**config.mk**
```make
export PLATFORM = sky130hd
export DESIGN_NAME = ssd_scan_driver_flat
export DESIGN_NICKNAME = d
export VERILOG_FILES = /design/src/rtl/ssd_scan_driver_if.sv /design/src/rtl/ssd_scan_driver.sv /design/src/flat_wrapper.sv
export SDC_FILE = /design/constraint.sdc
export NUM_CORES = 1
export LEC_CHECK = 0
export BUFFER_PORTS_ARGS = -buffer_cell sky130_fd_sc_hd__buf_2
export CORE_MARGIN = 3
export CORE_UTILIZATION = 62
export CTS_CLUSTER_SIZE = 25
export DETAILED_ROUTE_END_ITERATION = 6
export PLACE_DENSITY_LB_ADDON = 0.12
export SETUP_SLACK_MARGIN = 0.05
export SYNTH_ARGS = -nofsm -noshare
export SYNTH_HDL_FRONTEND = slang
export SYNTH_SLANG_ARGS = --single-unit
```
**constraint.sdc**
```tcl
create_clock -name CLK -period 4.7 [get_ports CLK]
set_input_delay 0.47 -clock CLK [delete_from_list [all_inputs] [get_ports CLK]]
set_output_delay 0.47 -clock CLK [all_outputs]
set_load 0.005 [all_outputs]
```
**src/rtl/ssd_scan_driver_if.sv**
```systemverilog
// Bus between the data-formatting logic (master) and the SSD scan driver (slave).
interface ssd_scan_driver_if #(
  parameter int NUM_DIGITS = 4
);
  logic                      load;
  logic [4*NUM_DIGITS-1:0]   digits_in;
  logic [NUM_DIGITS-1:0]     dp_in;
  logic                      hex_mode;
  logic                      blank_lz;
  logic [6:0]                seg_out;
  logic                      dp_out;
  logic [NUM_DIGITS-1:0]     an_out;
  logic                      frame_tick;

  modport master (
    output load, digits_in, dp_in, hex_mode, blank_lz,
    input  seg_out, dp_out, an_out, frame_tick
  );

  modport slave (
    input  load, digits_in, dp_in, hex_mode, blank_lz,
    output seg_out, dp_out, an_out, frame_tick
  );
endinterface

```
**src/rtl/ssd_scan_driver.sv**
```systemverilog
// Time-multiplexed common-anode seven-segment driver.
// Round-robin digit scan with per-slot anti-ghost blanking, hex/decimal glyph
// decode, leading-zero suppression and tear-free frame-boundary commit of new
// digit data. All pins are registered (one cycle behind the scan state).
module ssd_scan_driver #(
  parameter int NUM_DIGITS   = 4,
  parameter int REFRESH_DIV  = 100000,
  parameter int BLANK_CYCLES = 1000
) (
  input  logic              CLK,
  input  logic              RST,
  ssd_scan_driver_if.slave  bus
);

  localparam int CNT_W = (REFRESH_DIV > 1) ? $clog2(REFRESH_DIV) : 1;
  localparam int IDX_W = (NUM_DIGITS > 1) ? $clog2(NUM_DIGITS) : 1;
  localparam logic [CNT_W-1:0] CNT_MAX   = CNT_W'(REFRESH_DIV - 1);
  localparam logic [CNT_W-1:0] BLANK_END = CNT_W'(BLANK_CYCLES);
  localparam logic [IDX_W-1:0] IDX_MAX   = IDX_W'(NUM_DIGITS - 1);

  // scan position
  logic [CNT_W-1:0] cnt_q, cnt_d;
  logic [IDX_W-1:0] idx_q, idx_d;

  // displayed and pending digit data
  logic [NUM_DIGITS-1:0][3:0] disp_nib_q, disp_nib_d;
  logic [NUM_DIGITS-1:0]      disp_dp_q, disp_dp_d;
  logic [NUM_DIGITS-1:0][3:0] pend_nib_q, pend_nib_d;
  logic [NUM_DIGITS-1:0]      pend_dp_q, pend_dp_d;
  logic                       pend_valid_q, pend_valid_d;

  // registered pins
  logic [6:0]            seg_q, seg_d;
  logic                  dp_q, dp_d;
  logic [NUM_DIGITS-1:0] an_q, an_d;
  logic                  tick_q, tick_d;

  logic                  frame_end;
  logic                  in_win;
  logic [NUM_DIGITS-1:0] lz_blank;
  logic                  lz_run;

  // Segment codes {g,f,e,d,c,b,a}, active-low. In decimal mode the codes above
  // 9 are reused for glyphs the formatter needs: blank, 'C' and minus.
  function automatic logic [6:0] glyph(input logic [3:0] n, input logic hex);
    logic [6:0] g;
    case (n)
      4'h0: g = 7'h40;
      4'h1: g = 7'h79;
      4'h2: g = 7'h24;
      4'h3: g = 7'h30;
      4'h4: g = 7'h19;
      4'h5: g = 7'h12;
      4'h6: g = 7'h02;
      4'h7: g = 7'h78;
      4'h8: g = 7'h00;
      4'h9: g = 7'h10;
      4'hA: g = 7'h08;
      4'hB: g = 7'h03;
      4'hC: g = 7'h46;
      4'hD: g = 7'h21;
      4'hE: g = 7'h06;
      default: g = 7'h0E;
    endcase
    if (!hex) begin
      if (n == 4'hA)      g = 7'h7F;
      else if (n == 4'hB) g = 7'h46;
      else if (n >= 4'hC) g = 7'h3F;
    end
    return g;
  endfunction

  // A zero-length blanking window means the anode is lit for the whole slot.
  if (BLANK_CYCLES == 0) begin : g_no_blank
    assign in_win = 1'b1;
  end else begin : g_blank
    assign in_win = (cnt_q >= BLANK_END);
  end

  assign frame_end = (cnt_q == CNT_MAX) && (idx_q == IDX_MAX);

  // Slot counter and digit index; index advances on every slot wrap.
  always_comb begin
    cnt_d = cnt_q + 1'b1;
    idx_d = idx_q;
    if (cnt_q == CNT_MAX) begin
      cnt_d = '0;
      idx_d = (idx_q == IDX_MAX) ? '0 : idx_q + 1'b1;
    end
  end

  // Loads land in the pending buffer; the display copy only changes on the
  // frame-boundary edge. A load in the boundary cycle itself re-arms pending
  // after the commit, so it waits for the following boundary.
  always_comb begin
    disp_nib_d   = disp_nib_q;
    disp_dp_d    = disp_dp_q;
    pend_nib_d   = pend_nib_q;
    pend_dp_d    = pend_dp_q;
    pend_valid_d = pend_valid_q;
    if (frame_end && pend_valid_q) begin
      disp_nib_d   = pend_nib_q;
      disp_dp_d    = pend_dp_q;
      pend_valid_d = 1'b0;
    end
    if (bus.load) begin
      pend_nib_d   = bus.digits_in;
      pend_dp_d    = bus.dp_in;
      pend_valid_d = 1'b1;
    end
  end

  // Leading-zero mask: walk from the most significant digit down while both
  // nibble and decimal point are zero. Digit 0 always stays visible.
  always_comb begin
    lz_blank = '0;
    lz_run   = 1'b1;
    for (int k = NUM_DIGITS - 1; k >= 0; k--) begin
      lz_run      = lz_run & (disp_nib_q[k] == 4'd0) & ~disp_dp_q[k];
      lz_blank[k] = lz_run & (k != 0);
    end
  end

  // Next pin values from the current scan position and display data.
  always_comb begin
    seg_d  = 7'h7F;
    dp_d   = 1'b1;
    an_d   = '1;
    tick_d = frame_end;
    if (in_win) begin
      an_d[idx_q] = 1'b0;
      if (!(bus.blank_lz && lz_blank[idx_q])) begin
        seg_d = glyph(disp_nib_q[idx_q], bus.hex_mode);
        dp_d  = ~disp_dp_q[idx_q];
      end
    end
  end

  // Scan and buffer state; reset drops any pending load.
  always_ff @(posedge CLK or posedge RST) begin
    if (RST) begin
      cnt_q        <= '0;
      idx_q        <= '0;
      disp_nib_q   <= '0;
      disp_dp_q    <= '0;
      pend_nib_q   <= '0;
      pend_dp_q    <= '0;
      pend_valid_q <= 1'b0;
    end else begin
      cnt_q        <= cnt_d;
      idx_q        <= idx_d;
      disp_nib_q   <= disp_nib_d;
      disp_dp_q    <= disp_dp_d;
      pend_nib_q   <= pend_nib_d;
      pend_dp_q    <= pend_dp_d;
      pend_valid_q <= pend_valid_d;
    end
  end

  // Output registers; reset darkens the display immediately.
  always_ff @(posedge CLK or posedge RST) begin
    if (RST) begin
      seg_q  <= 7'h7F;
      dp_q   <= 1'b1;
      an_q   <= '1;
      tick_q <= 1'b0;
    end else begin
      seg_q  <= seg_d;
      dp_q   <= dp_d;
      an_q   <= an_d;
      tick_q <= tick_d;
    end
  end

  assign bus.seg_out    = seg_q;
  assign bus.dp_out     = dp_q;
  assign bus.an_out     = an_q;
  assign bus.frame_tick = tick_q;

endmodule

```
**src/flat_wrapper.sv**
```systemverilog
// flat-port wrapper written by rule: the top's interface ports become plain ports
module ssd_scan_driver_flat 
#(
  parameter int NUM_DIGITS   = 4,
  parameter int REFRESH_DIV  = 100000,
  parameter int BLANK_CYCLES = 1000
)
  (CLK, RST, bus_load, bus_digits_in, bus_dp_in, bus_hex_mode, bus_blank_lz, bus_seg_out, bus_dp_out, bus_an_out, bus_frame_tick);
  ssd_scan_driver_if #(.NUM_DIGITS(NUM_DIGITS)) bus_i ();
  input  logic CLK;
  input  logic RST;
  input wire logic [$bits(bus_i.load)-1:0] bus_load;
  input wire logic [$bits(bus_i.digits_in)-1:0] bus_digits_in;
  input wire logic [$bits(bus_i.dp_in)-1:0] bus_dp_in;
  input wire logic [$bits(bus_i.hex_mode)-1:0] bus_hex_mode;
  input wire logic [$bits(bus_i.blank_lz)-1:0] bus_blank_lz;
  output wire logic [$bits(bus_i.seg_out)-1:0] bus_seg_out;
  output wire logic [$bits(bus_i.dp_out)-1:0] bus_dp_out;
  output wire logic [$bits(bus_i.an_out)-1:0] bus_an_out;
  output wire logic [$bits(bus_i.frame_tick)-1:0] bus_frame_tick;
  assign bus_i.load = bus_load;
  assign bus_i.digits_in = bus_digits_in;
  assign bus_i.dp_in = bus_dp_in;
  assign bus_i.hex_mode = bus_hex_mode;
  assign bus_i.blank_lz = bus_blank_lz;
  assign bus_seg_out = bus_i.seg_out;
  assign bus_dp_out = bus_i.dp_out;
  assign bus_an_out = bus_i.an_out;
  assign bus_frame_tick = bus_i.frame_tick;
  ssd_scan_driver #(.NUM_DIGITS(NUM_DIGITS), .REFRESH_DIV(REFRESH_DIV), .BLANK_CYCLES(BLANK_CYCLES)) u_core (.CLK(CLK), .RST(RST), .bus(bus_i));
endmodule
```
# Word level (Yosys, flattened, before mapping)
# Memories as Yosys holds them, arrays and structs flattened.
# Index checks and enable logic that the tools add are counted.
# word_totals
ff_bits,73
romBits,112
inputBits,25
output_inout_bits,13
n_memories,1
# mem_list
name,depth,word_bits,read_ports,rd_ports_with_merged_regs,wr,line_no,rtl
(no name shown),16,7,1,0,0,ssd_scan_driver.sv:47,case (n)
# classes
addsub,2
order_cmp,4
n_eq_ne,4
mux,21
bitwise,10
reduce_logical,8
# ops
cell,n
2-to-1 mux 7 bit,6
"adder 17 x 1 -> 17 bit, second input constant",1
"equality test 17 bit, second input constant",1
">= comparator 17 x 10 -> 1 bit, second input constant",1
2-to-1 mux 17 bit,1
zero test 4 bit,3
binary-select mux 4 bit (select 2 bit),1
"equality test 4 bit, second input constant",2
2-to-1 mux 4 bit,2
2-to-1 mux 1 bit,7
bitwise AND 1 bit,5
binary-select mux 1 bit (select 2 bit),2
">= comparator 4 bit, second input constant",1
logical AND 1 bit,4
inverter 1 bit,4
inverter 4 bit,1
"less-than comparator 2 x 3 -> 1 bit, second input constant",1
"adder 2 x 1 -> 2 bit, second input constant",1
demux 1 bit (select 2 bit),1
"equality test 2 bit, second input constant",1
">= comparator 2 x 1 -> 1 bit, second input constant",1
2-to-1 mux 2 bit,1
nonzero test 2 bit,1

# Longest topological paths before layout
# depth
depth_word,11
depth_mapped,8

# Least setup slack after synthesis
# OpenSTA, ideal clock, no wires.
# synth_path
path_kind,reg-to-reg
from,register u_core.idx_q[0]
to,"register u_core.seg_q[1], in the netlist u_core.bus.seg_out[1]"
setup_ns,0.115
arrival_ns,1.918
required_ns,4.585
path_slack_ns,2.666
stages_incl_launch_ff,9
n_path_buf,1
synth_period_minus_slack_ns,2.034
path_cell_list,dfrtp_1 > buf_4 > mux4_2 > inv_1 > ha_1 > o21ai_0 > a31oi_1 > a31oi_1 > o311ai_0
# synth_between
elab_chain_len,9
word_cells_on_any_way,15
cone_classes,order compare (1); eq/ne (2); mux (10); reduce/logical (1); memory (1)
# synth_lines
element,line_no,rtl
start: declaration,ssd_scan_driver.sv:23,"logic [IDX_W-1:0] idx_q, idx_d;"
start signal: assignment,ssd_scan_driver.sv:151,idx_q <= idx_d;
binary-select mux 4 bit (select 2 bit),ssd_scan_driver.sv:133,"seg_d = glyph(disp_nib_q[idx_q], bus.hex_mode);"
2-to-1 mux 4 bit (implied by the code),ssd_scan_driver.sv:133,
memory (16 x 7 bit) / >= comparator 4 bit (equally long branches),n/a,
2-to-1 mux 7 bit,ssd_scan_driver.sv:68,else if (n >= 4'hC) g = 7'h3F;
2-to-1 mux 7 bit,ssd_scan_driver.sv:67,else if (n == 4'hB) g = 7'h46;
2-to-1 mux 7 bit,ssd_scan_driver.sv:66,if (n == 4'hA) g = 7'h7F;
2-to-1 mux 7 bit,ssd_scan_driver.sv:65,if (!hex) begin
2-to-1 mux 7 bit (*),ssd_scan_driver.sv:132,if (!(bus.blank_lz && lz_blank[idx_q])) begin
2-to-1 mux 7 bit (*),ssd_scan_driver.sv:130,if (in_win) begin
via u_core.seg_d[1],ssd_scan_driver.sv:33,"logic [6:0] seg_q, seg_d;"
end signal: assignment,ssd_scan_driver.sv:168,seg_q <= seg_d;
end: declaration,ssd_scan_driver.sv:33,
# Mark *: on every way through the listed nets, which the timed path passes. The rest lies on a longest branch. The select of a mux whose other input is x is not followed.
# A chain may end at the register's enable or synchronous reset.

# Worst setup path in the final report
# layout_path
from,register u_core.cnt_q[0]
to,register u_core.disp_nib_q[4] (netlist name)
# layout_between
elab_chain_len,3
# layout_lines
element,line_no,rtl
start: declaration,ssd_scan_driver.sv:22,"logic [CNT_W-1:0] cnt_q, cnt_d;"
start signal: assignment,ssd_scan_driver.sv:150,cnt_q <= cnt_d;
equality test 17 bit,ssd_scan_driver.sv:80,assign frame_end = (cnt_q == CNT_MAX) && (idx_q == IDX_MAX);
logical AND 1 bit,ssd_scan_driver.sv:80,
logical AND 1 bit,ssd_scan_driver.sv:101,if (frame_end && pend_valid_q) begin
end signal: assignment,ssd_scan_driver.sv:152,disp_nib_q <= disp_nib_d;
end: declaration,ssd_scan_driver.sv:26,"logic [NUM_DIGITS-1:0][3:0] disp_nib_q, disp_nib_d;"
# No other way between the ends.

==> out/summary.txt <==
gpl congestion = 0.833
max cap viols = 0
asr flop ratio synth = 1.00
Rel. slew slack = 0.420
DP Worst Slack = 1.75 ns
CTS resizes = 0
initial antenna violation count = 0
CTS Hold Bufs = 0
largest net degree at the start of global routing = 74
final wirelength = 6.16 mm
boundary pin count = 38
Sink Count = 73
detailed-route DRC error count = 0
Clock Skew = 0.00926 ns
first-pass GRT wire length = 10.1 mm
Pwr Total = 0.00118 W
outcome = finished, final reports clean
worst slew pin tran = 0.870 ns
wire per inst = 16.2 um
Mapped Cells = 266
worst-path fanout max = 20
die footprint = 6480 sq um
final worst slack = 1.70 ns
Critical Path Slowest Stage Cell = nor4_4
PD cells = 306 nW/um^2
Initial Utilization = 0.657
Tot GR Track Use = 0.210
worst-skew pair later-pin latency = 0.34 ns
Syn-to-layout area delta = 12.3%
final setup vio count = 0
post-synth top area cell = dfrtp_1
Crit path max-delay family = simple AND/OR/NAND/NOR gates
crit path time final = 3.00 ns
n_diodes = 0
maximum clock path buffer count = 2
largest stage delay on the critical path = 0.75 ns
fin area = 3860 sq um
unrepaired setup endpoints after global routing = false
Max Clock Freq = 0.333 GHz
Final Util = 0.738
I/O Buffers = 37
cell count of the worst hold path = 2
post-synthesis sequential area ratio = 0.535
crit path DAT = 3.22 ns
Post-CTS Setup Bufs = 0
synth unique cells = 46
vias in the first global route = 2115
CTS tree = built
#FFs+latches synth = 73
worst flop-to-flop path startpoint = u_core.cnt_q[0]
core region area = 5240 sq um
grt ovf = 0
Leakage = 1.76 nW
final hold violations = 0
H-Tree Depth = 3
layout cells sized above 1 = 0.373
First DRT Iteration DRCs = 118
CTS Buf Count = 9
CP bufs+invs = 0
Post-Synthesis Net Count = 303
ys flop type = dfrtp_1
DIE WIDTH = 80.5 um
min-delay src = bus_digits_in[10]
Post-synth EDFFs = 0
CP startpoint kind = flip-flop
internal reg-to-reg setup slack = 1.70 ns
dpl hpwl = 4.16 mm
worst reg2reg path endpoint = u_core.disp_nib_q[4]
hold worst-path end = u_core.pend_nib_q[10]
Max VDD drop = 0.285 mV
root buf cell = clkbuf_8
Worst-path clk slew = 0.07 ns
TNS Setup = 0 ns
mean post-synth cell area = 12.9 sq um
Post-Synthesis Cell Area = 3440 sq um
Yosys top cell area share = 0.444
CP Capture Type = flip-flop
antenna-violating nets left = 0
post-place instance area = 3670 sq um
Synth Warn # = 0
Chip Height = 80.5 um
worst r2r path cells = 5
vias = 2136
# rows = 26
CP cell instances = ha_1 -> nand4_1 -> nor4_4 -> nand3_2 -> mux2_4
1st-pass router iterations = 4
Vias/cell = 5.61
main area contributors after synthesis = dfrtp_1 (44%), dfstp_2 (9.2%), mux2_4 (8.7%)
Filler Cell Count = 360
Slew Limit Fails = 0
Worst Path Required = 4.92 ns
nets = 343
CP Class = flip-flop to flip-flop
Tcrit/Tclk final = 0.639
Hold WC Path Type = input pin to flip-flop
[state kept, by name, indices dropped and copies added (netlist names), 2 cells and up]
signal	cells
u_core.pend_nib_q	16
u_core.disp_dp_q	4
u_core.pend_dp_q	4
u_core.cnt_q	17
u_core.bus.an_out	4
u_core.bus.seg_out	7
u_core.disp_nib_q	16
u_core.idx_q	2
[where the power goes]
group	internal, W	switching, W
Combinational	0.0000240	0.0000224
Sequential	0.000646	0.00000987
Clock	0.000258	0.000222
[through the flow]
stage          cells  hold slack (ns)
2_1_floorplan    266            0.460
3_3_place_gp     365            0.477
3_5_place_dp     365            0.494
4_1_cts          381            0.345
5_1_grt          381            0.344
6_report         381            0.359
[kinds of logic (layout without fill, tap and decap cells)]
family	count (synthesis)	count (layout)	synth area share
AOI/OAI and AO/OA	30	30	0.0586
xor gates and xnor gates	14	14	0.0356
adders and majority gates	12	12	0.0436
buffers and inverters	22	67	0.0298
DFF	73	73	0.535
muxes	45	45	0.185
and+or+nand+nor	70	70	0.112
[cell usage in the layout, fill, tap and decap left out, types with 4 or more instances in the layout]
master and instances:
dfrtp_1 61, buf_2 37, mux2_4 20, mux2_2 20, nand2_1 18, nor2_1 17
inv_1 12, ha_1 12, dfstp_2 12, o21ai_0 10, clkbuf_8 10, nand3_1 7
xor2_1 7, xnor2_1 7, mux4_2 5, nand4_1 4
[layer usage]
metal  wire [um]  global-route usage  vias up  part of all wire
li1            -                   -     1028                 -
met5           0                   0        -                 0
met2        3010               0.328       58              0.49
met4          77              0.0861        0             0.012
met1        2810               0.282     1044              0.46
met3         269              0.0504        6             0.044
[worst reg2reg max path: stages, from the launching register on]
cell and delay (ns):
dfrtp_1 0.43, ha_1 0.24, nand4_1 0.21, nor4_4 0.75, nand3_2 0.72, mux2_4 0.54
[worst max-delay path by stage]
stage	slack, ns	endpoint	depth (start not counted)	startpoint
floorplan	2.40	u_core.bus.frame_tick	1	RST
global placement	1.87	u_core.disp_dp_q[1]	5	u_core.cnt_q[0]
detailed placement	1.75	u_core.disp_dp_q[0]	5	u_core.cnt_q[0]
CTS	1.70	u_core.disp_nib_q[4]	5	u_core.cnt_q[0]
global route	1.42	u_core.disp_nib_q[4]	5	u_core.cnt_q[0]
finish	1.70	u_core.disp_nib_q[4]	5	u_core.cnt_q[0]
[layout make-up]
type	count	area, sq um	share of cell area
clock inverters	5	55.1	0.0142
multi-input cells	171	1500	0.387
repair buffers	38	193	0.0499
well taps	70	87.6	0.0227
inverters	13	48.8	0.0126
clock buffers	11	141	0.0366
flip-flops and latches	73	1840	0.477
[synthesized netlist by cell type (all sizes together), types with 2 or more instances]
master,count
dfrtp,61
mux2,40
nor2,17
inv,13
nor3,3
o211ai,3
o311ai,2
and2,3
a31oi,2
nor4,3
nand4,4
o21ai,11
xnor2,7
ha,12
a21oi,2
nand3,8
nand2,18
buf,4
nand4b,2
clkbuf,5
xor2,7
nor4b,2
dfstp,12
mux4,5
and4,3
nor2b,2
a32oi,3
No activity file was read; power rests on OpenSTA's default activity.
